[src/rtl/game_state_ctrl.sv]
// ---------------------------------------------------------------------------
// game_state_ctrl
//   Round/level sequencer between the collision checker and the frog, car and
//   seven-segment blocks. It tracks level and lives, holds the round reset
//   through death/win pauses and reports game over.
//
// Parameters
//   PAUSE_CYCLES : cycles a death/win pause lasts (minimum 1)
//   LIVES        : lives at game start (1..3)
//   MAX_LEVEL    : highest level value; the next win wraps to 0
//
// Ports
//   clk             in   system clock
//   reset           in   asynchronous active-high reset
//   death_collision in   frog overlaps a car (level signal)
//   win_collision   in   frog reached goal row (level signal)
//   restart_combo   in   all four switches pressed (level signal)
//   level           out  current level 0..MAX_LEVEL
//   lives           out  remaining lives 0..LIVES
//   round_reset     out  1 = frog and cars held at start positions
//   game_over       out  1 in GAME_OVER state
//   state           out  FSM encoding: 0 PLAY, 1 DEATH, 2 WIN, 3 GAME_OVER
//
// Build option
//   EXTRA_LIFE_EN : when defined, a win that wraps the level back to 0 also
//                   grants one life, saturating at 3.
// ---------------------------------------------------------------------------
module game_state_ctrl #(
    parameter int PAUSE_CYCLES = 12500000,
    parameter int LIVES        = 3,
    parameter int MAX_LEVEL    = 9
) (
    input  logic       clk,
    input  logic       reset,
    input  logic       death_collision,
    input  logic       win_collision,
    input  logic       restart_combo,
    output logic [3:0] level,
    output logic [1:0] lives,
    output logic       round_reset,
    output logic       game_over,
    output logic [1:0] state
);

    localparam int CNT_W = (PAUSE_CYCLES > 1) ? $clog2(PAUSE_CYCLES) : 1;
    localparam logic [CNT_W-1:0] PAUSE_LAST = CNT_W'(PAUSE_CYCLES - 1);

    typedef enum logic [1:0] {
        PLAY      = 2'd0,
        DEATH     = 2'd1,
        WIN       = 2'd2,
        GAME_OVER = 2'd3
    } state_t;

    state_t           state_q, state_d;
    logic [CNT_W-1:0] count_q, count_d;
    logic [3:0]       level_d;
    logic [1:0]       lives_d;
    logic             round_reset_d;

    // One-flop input history for rising-edge detection.
    logic death_q, win_q, restart_q;
    logic death_rise, win_rise, restart_rise;

    assign death_rise   = death_collision & ~death_q;
    assign win_rise     = win_collision   & ~win_q;
    assign restart_rise = restart_combo   & ~restart_q;

    // -----------------------------------------------------------------------
    // State and datapath registers
    // -----------------------------------------------------------------------
    // NOTE: non-blocking assignments so every register samples pre-edge values.
    always_ff @(posedge clk or posedge reset) begin
        if (reset) begin
            state_q     <= PLAY;
            count_q     <= '0;
            level       <= 4'd0;
            lives       <= 2'(LIVES);
            round_reset <= 1'b1;
            // History resets high so an input held across reset is not an edge.
            death_q     <= 1'b1;
            win_q       <= 1'b1;
            restart_q   <= 1'b1;
        end else begin
            state_q     <= state_d;
            count_q     <= count_d;
            level       <= level_d;
            lives       <= lives_d;
            round_reset <= round_reset_d;
            death_q     <= death_collision;
            win_q       <= win_collision;
            restart_q   <= restart_combo;
        end
    end

    // -----------------------------------------------------------------------
    // Next-state logic
    // -----------------------------------------------------------------------
    always_comb begin
        // NOTE: defaults first so no path leaves a variable unassigned (no latch).
        state_d = state_q;
        count_d = count_q;
        level_d = level;
        lives_d = lives;

        if (restart_rise) begin
            // Restart beats every collision and starts a WIN-style pause.
            state_d = WIN;
            count_d = PAUSE_LAST;
            level_d = 4'd0;
            lives_d = 2'(LIVES);
        end else begin
            case (state_q)
                PLAY: begin
                    // Win is checked first: a simultaneous death costs no life.
                    if (win_rise) begin
                        state_d = WIN;
                        count_d = PAUSE_LAST;
                        if (level == 4'(MAX_LEVEL)) begin
                            level_d = 4'd0;
`ifdef EXTRA_LIFE_EN
                            lives_d = (lives == 2'd3) ? 2'd3 : lives + 2'd1;
`endif
                        end else begin
                            level_d = level + 4'd1;
                        end
                    end else if (death_rise) begin
                        state_d = DEATH;
                        count_d = PAUSE_LAST;
                        lives_d = (lives != 2'd0) ? lives - 2'd1 : 2'd0;
                    end
                end
                DEATH, WIN: begin
                    // Counter runs PAUSE_CYCLES-1 down to 0: PAUSE_CYCLES cycles.
                    if (count_q == '0) begin
                        state_d = (lives == 2'd0) ? GAME_OVER : PLAY;
                    end else begin
                        count_d = count_q - CNT_W'(1);
                    end
                end
                GAME_OVER: begin
                    state_d = GAME_OVER;
                end
                default: begin
                    state_d = PLAY;
                end
            endcase
        end
    end

    // -----------------------------------------------------------------------
    // Output logic
    // -----------------------------------------------------------------------
    // round_reset is registered from the next state so it is high from the
    // edge that starts a pause until the edge that returns to PLAY.
    always_comb begin
        round_reset_d = (state_d != PLAY);
        game_over     = (state_q == GAME_OVER);
        state         = state_q;
    end

endmodule

[config.mk]
export PLATFORM = sky130hd
export DESIGN_NAME = game_state_ctrl
export DESIGN_NICKNAME = d
export VERILOG_FILES = /design/src/rtl/game_state_ctrl.sv
export SDC_FILE = /design/constraint.sdc
export NUM_CORES = 1
export LEC_CHECK = 0
export ABC_AREA = 1
export CAP_MARGIN = 15
export CORE_UTILIZATION = 51
export CTS_CLUSTER_SIZE = 12
export DETAILED_ROUTE_END_ITERATION = 12
export PLACE_DENSITY_LB_ADDON = 0.25
export SLEW_MARGIN = 20
export SYNTH_ARGS = -nofsm -noshare
export SYNTH_HDL_FRONTEND = slang
export SYNTH_SLANG_ARGS = --single-unit
[constraint.sdc]
create_clock -name clk -period 2.35 [get_ports clk]
set_input_delay 0.3525 -clock clk [delete_from_list [all_inputs] [get_ports clk]]
set_output_delay 0.3525 -clock clk [all_outputs]
set_load 0.01 [all_outputs]
# Word level (Yosys, flattened, before mapping)
# Index checks and enable logic that the tools add are counted.
# word_totals
word_cells	57
output_inout_bits	10
rom_bits	0
in_bits	5
n_memories	0
latch_bits	0
ram_bits	0
ff_bits	36
# op_classes
bitwise	6
n_addsub	3
mul	0
n_div	0
reduce_logical	13
n_eq_ne	7
n_shift	0
order_cmp	0
mux	20
# ops
cell	count
$mux W24	4
$pmux W24 S2	1
$logic_not A24 Y1	1
$sub A24 B1 Y24 const B	1
$mux W2	10
$mux W4	4
$reduce_bool A2 Y1	5
$pmux W2 S3	1
$reduce_and A3 Y1	2
$add A4 B1 Y4 const B	1
$eq A2 B2 Y1 const B	2
$eq A4 B4 Y1 const B	1
$logic_not A2 Y1	2
$ne A4 B4 Y1 const B	1
$and A1 B1 Y1	3
$ne A3 B3 Y1 const B	1
$not A1 Y1	3
$reduce_bool A3 Y1	1
$eq A2 B1 Y1 const B	1
$ne A2 B1 Y1 const B	1
$reduce_and A2 Y1	1
$reduce_or A2 Y1	1
$sub A2 B1 Y2 const B	1

# Depth between registers and ports, before layout
# Gate-level depths: netlist of the first run.
# logic_depth
depth_word	7
ltp_mapped	13
depth_no_buf	12

# Worst setup path before layout of the first run
# No wires, ideal clock.
# synth_path
kind	flip-flop to flip-flop
from	register state_q[0], in the netlist state[0]
to	register count_q[11]
required_ns	2.222
n_path_buf	3
arrival_time_ns	1.695
slack_ns	0.527
setup_time_ns	0.128
stages_incl_launch_ff	12
synth_period_minus_slack_ns	1.823
cell_sequence	dfrtp_1 -> inv_1 -> ha_1 -> buf_2 -> nor2_1 -> nor2_4 -> nand2_2 -> nand2_2 -> buf_6 -> buf_6 -> nand4_2 -> nand3_1
# synth_between
elab_chain_cells	4
word_cells_on_any_way	10
classes_between	eq/ne (4); mux (2); reduce/logical (4)
# synth_rtl
element	line_no	rtl
start: declaration	55	state_t state_q, state_d;
start signal: assignment	85	state_q <= state_d;
$eq A2 B1 Y1 or $eq A2 B2 Y1 (tied branches)	113	case (state_q)
$reduce_or A2 Y1	113	
$ne A3 B3 Y1 (no source line), or another cell as far along	-	
$reduce_and A3 Y1 (no source line) or $mux W24 (tied branches)	-	
end signal: assignment	86	count_q <= count_d;
end: declaration	56	logic [CNT_W-1:0] count_q, count_d;
# Several ways; a longest one is shown, not always the timed one.
# A chain may end at the register's enable or synchronous reset.

# Worst setup path in the final report of the first run
# layout_path
from	register state_q[0], in the netlist state[0]
to	register count_q[15]
# Same word-level chain as after synthesis.

==> results of run 1 <==
## flip-flops by register name (all words and copies together), names as in the netlist
| name | count |
|---|---|
| restart_q | 1 |
| win_q | 1 |
| level | 4 |
| death_q | 1 |
| round_reset | 1 |
| count_q | 24 |
| lives | 2 |
| state | 2 |
## worst min path at each step
stage                               startpoint                 endpoint  slack (ps)  depth (start not counted)
after floorplan                death_collision        death_q$_DFF_PP1_         360                          0
after global routing           death_collision        death_q$_DFF_PP1_         490                          1
after CTS                      death_collision        death_q$_DFF_PP1_         480                          1
after global placement    lives[1]$_DFFE_PP1P_     lives[1]$_DFFE_PP1P_         490                          2
after detailed placement  lives[1]$_DFFE_PP1P_     lives[1]$_DFFE_PP1P_         490                          2
final                                    reset  count_q[20]$_DFFE_PP0P_         480                          3
## cell usage after synthesis, types with 3 or more instances
master,n
nand2_1,79
nor2_1,52
inv_1,43
dfrtp_1,30
nand3_1,30
nand4_1,14
o21ai_0,13
o21ai_1,7
a21oi_1,6
dfstp_2,6
ha_1,6
nand2_2,5
xor2_1,5
nor2_2,4
nor2_4,3
o21ai_2,3
o22ai_1,3
## kinds of logic after synthesis
family / share of synthesized area, %
flops: 38.8
xor+xnor: 1.87
simple gates: 38.1
fa+ha+maj: 3.21
compound gates: 8.78
buf+inv: 9.15
## cells in the final DEF, fill, tap and decap left out, types with 7 or more instances in the layout
cell type and count:
inv_1 43, nand2_1 79, clkdlybuf4s50_1 14, dfrtp_1 30
o21ai_1 7, nor2_1 52, nand4_1 14, buf_4 7
nand3_1 30, o21ai_0 13
## worst max-delay path, cell delays in order (launching register included)
cell and delay [ps]:
dfrtp_1 380, inv_1 80, ha_1 240, inv_1 130
nand2_1 80, nor2_1 180, nor2_4 70, nand2_2 150
nand2_2 240, buf_4 260, o21ai_0 80, o21ai_0 100
## cell type report
class                           instances  area (um2)
Clock buffer                            6        82.6
Clock inverter                          2        10.0
Fill cell                             419        1740
Inverter                               45         169
Multi-Input combinational cell        242        1220
Sequential cell                        36         908
Tap cell                               52        65.1
Timing Repair Buffer                   21         193
## stage by stage
| step | hold WS (ps) | area, um2 | util [%] | setup WS, ps |
|---|---|---|---|---|
| final | 481 | 2640 | 60.3 | 234 |
| after global routing | 487 | 2640 | 60.3 | 52.7 |
| after CTS | 476 | 2640 | 60.3 | 233 |
| after detailed placement | 486 | 2550 | 58.2 | 144 |
| after global placement | 486 | 2550 | 58.2 | 223 |
| after floorplan | 357 | 2340 | - | 527 |
## power groups by stage
stage                     sequential [mW]  combinational [mW]  clock (mW)
after global placement              0.765               0.313           0
final                               0.754               0.320       0.458
after floorplan                     0.768               0.183           0
after detailed placement            0.765               0.322           0
after CTS                           0.754               0.325       0.474
after global routing                0.765               0.377       0.500
## metal layers
| metal | vias up | share of wire (%) | global-route usage [%] |
|---|---|---|---|
| met1 | 967 | 49 | 30.2 |
| met4 | 0 | 2.0 | 8.22 |
| met5 | - | 0 | 0 |
| met2 | 40 | 45 | 38.8 |
| met3 | 13 | 3.7 | 4.94 |
| li1 | 1100 | - | - |
==> results.md, run 1 <==
- Status: finished clean
- YS warnings: 0
- Worst skew pair latency: 290 ps
- Minimum clock period: 2120 ps
- Setup crit end: count_q[15]$_DFFE_PP0P_
- Worst hold path class: in -> async
- Power Total: 1.53 mW
- Row count: 24
- DRT Pass-1 Iters: 4
- R2R Setup Slk: 230 ps
- Syn_nets: 341
- Initial core utilization: 53.3%
- Syn avg cell area: 7.09 um2
- Sequential share of power: 49.2%
- Post-DRT Antenna Nets: 0
- Postcts setup bufs: 0
- Starting DRC count in detailed routing: 128
- R2R Path End: count_q[15]$_DFFE_PP0P_
- Synth top area cells: dfrtp_1 32%, nand2_1 13%, nor2_1 8.3%
- Core footprint: 4380 um2
- CP max FO: 18
- Period utilization: 90.1%
- Worst Path Required: 2520 ps
- Fin Setup TNS: 0 ps
- Register area share after synthesis: 38.8%
- Synth cell types: 33
- Drt drc: 0
- Synthesized netlist cell count: 330
- Internal Power: 1.07 mW
- Yosys reg bits: 36
- Startpoint Class: flop
- CTS clock-pin slew for the worst setup and hold paths: 70 ps
- Finish-stage setup viols: 0
- IO Pins: 15
- Fmax: 0.472 GHz
- Switch Pwr: 0.459 mW
- RSZ-0062 raised after global routing: false
- WP data arrival: 2290 ps
- WS Path Type: reg -> reg
- CTS Hold Bufs: 0
- Clk sinks: 36
- Die width: 69.7 um
- Layout cells sized above 1: 12.5%
- Worst r2r src: state[0]$_DFF_PP0_
- Cell accounting for the most synthesized area: dfrtp_1
- Net Sw Frac: 29.9%
- DP Cell Count: 396
- I/O Buffers: 14
- Area share of the largest cell type after synthesis: 32.1%
- Pin count of the biggest net entering global routing: 37
- Fin. Hold Viols: 0
- Skew final: 4.59 ps
- Leakage power: 1.33 nW
- Area grow syn2layout: 13.1%
- Worst-margin pin slew: 459 ps
- Vias per cell: 5.25
- Main synth FF type: dfrtp_1
- CTS resizes: 0
- Initial antenna violation count: 0
- Maxcap violations: 0
- Post-Syn Area: 2340 um2
- Async S/R FF share, synth: 100%
- Combinational share of power: 20.9%
- Layout Cells excl Fill: 404
- CTS H-tree depth: 2
- Global-route usage over all layers: 23.4%
- Power Density: 579 nW/um2
- Final slew viol count: 0
- # nets final: 362
- CTS tree: built
- Die Span Y: 69.7 um
- Number of enable flip-flop cells after synthesis: 0
- Global-route wire length before repair: 9030 um
- Clock share of power: 29.9%
- CTS root buffer: clkbuf_8
- Register-to-Register Path Depth: 11
- DP HPWL: 3980 um
- Maximum VDD drop: 0.427 mV
- Slew HR: 69.4%
- Antenna Cells: 0
- Worst Setup SP: state[0]$_DFF_PP0_
- Avg WL per Cell: 12.8 um
- CP endpoint kind: flop
- Total CTS buffers: 5
- Placer Congestion: 0.914
- Via count: 2120
- Vias in the first global route: 2030
- GRT Residual Overflow: 0
- Final wirelength: 5180 um
- Die ar.: 4860 um2
- Clk buf depth: 2
No activity file was read; power rests on OpenSTA's default activity.
==> run 2: changes to the inputs <==
- CTS_CLUSTER_SIZE: 12 -> 30
==> results of run 2 <==
Final layout, timing and power as in run 1 (identical DEF).
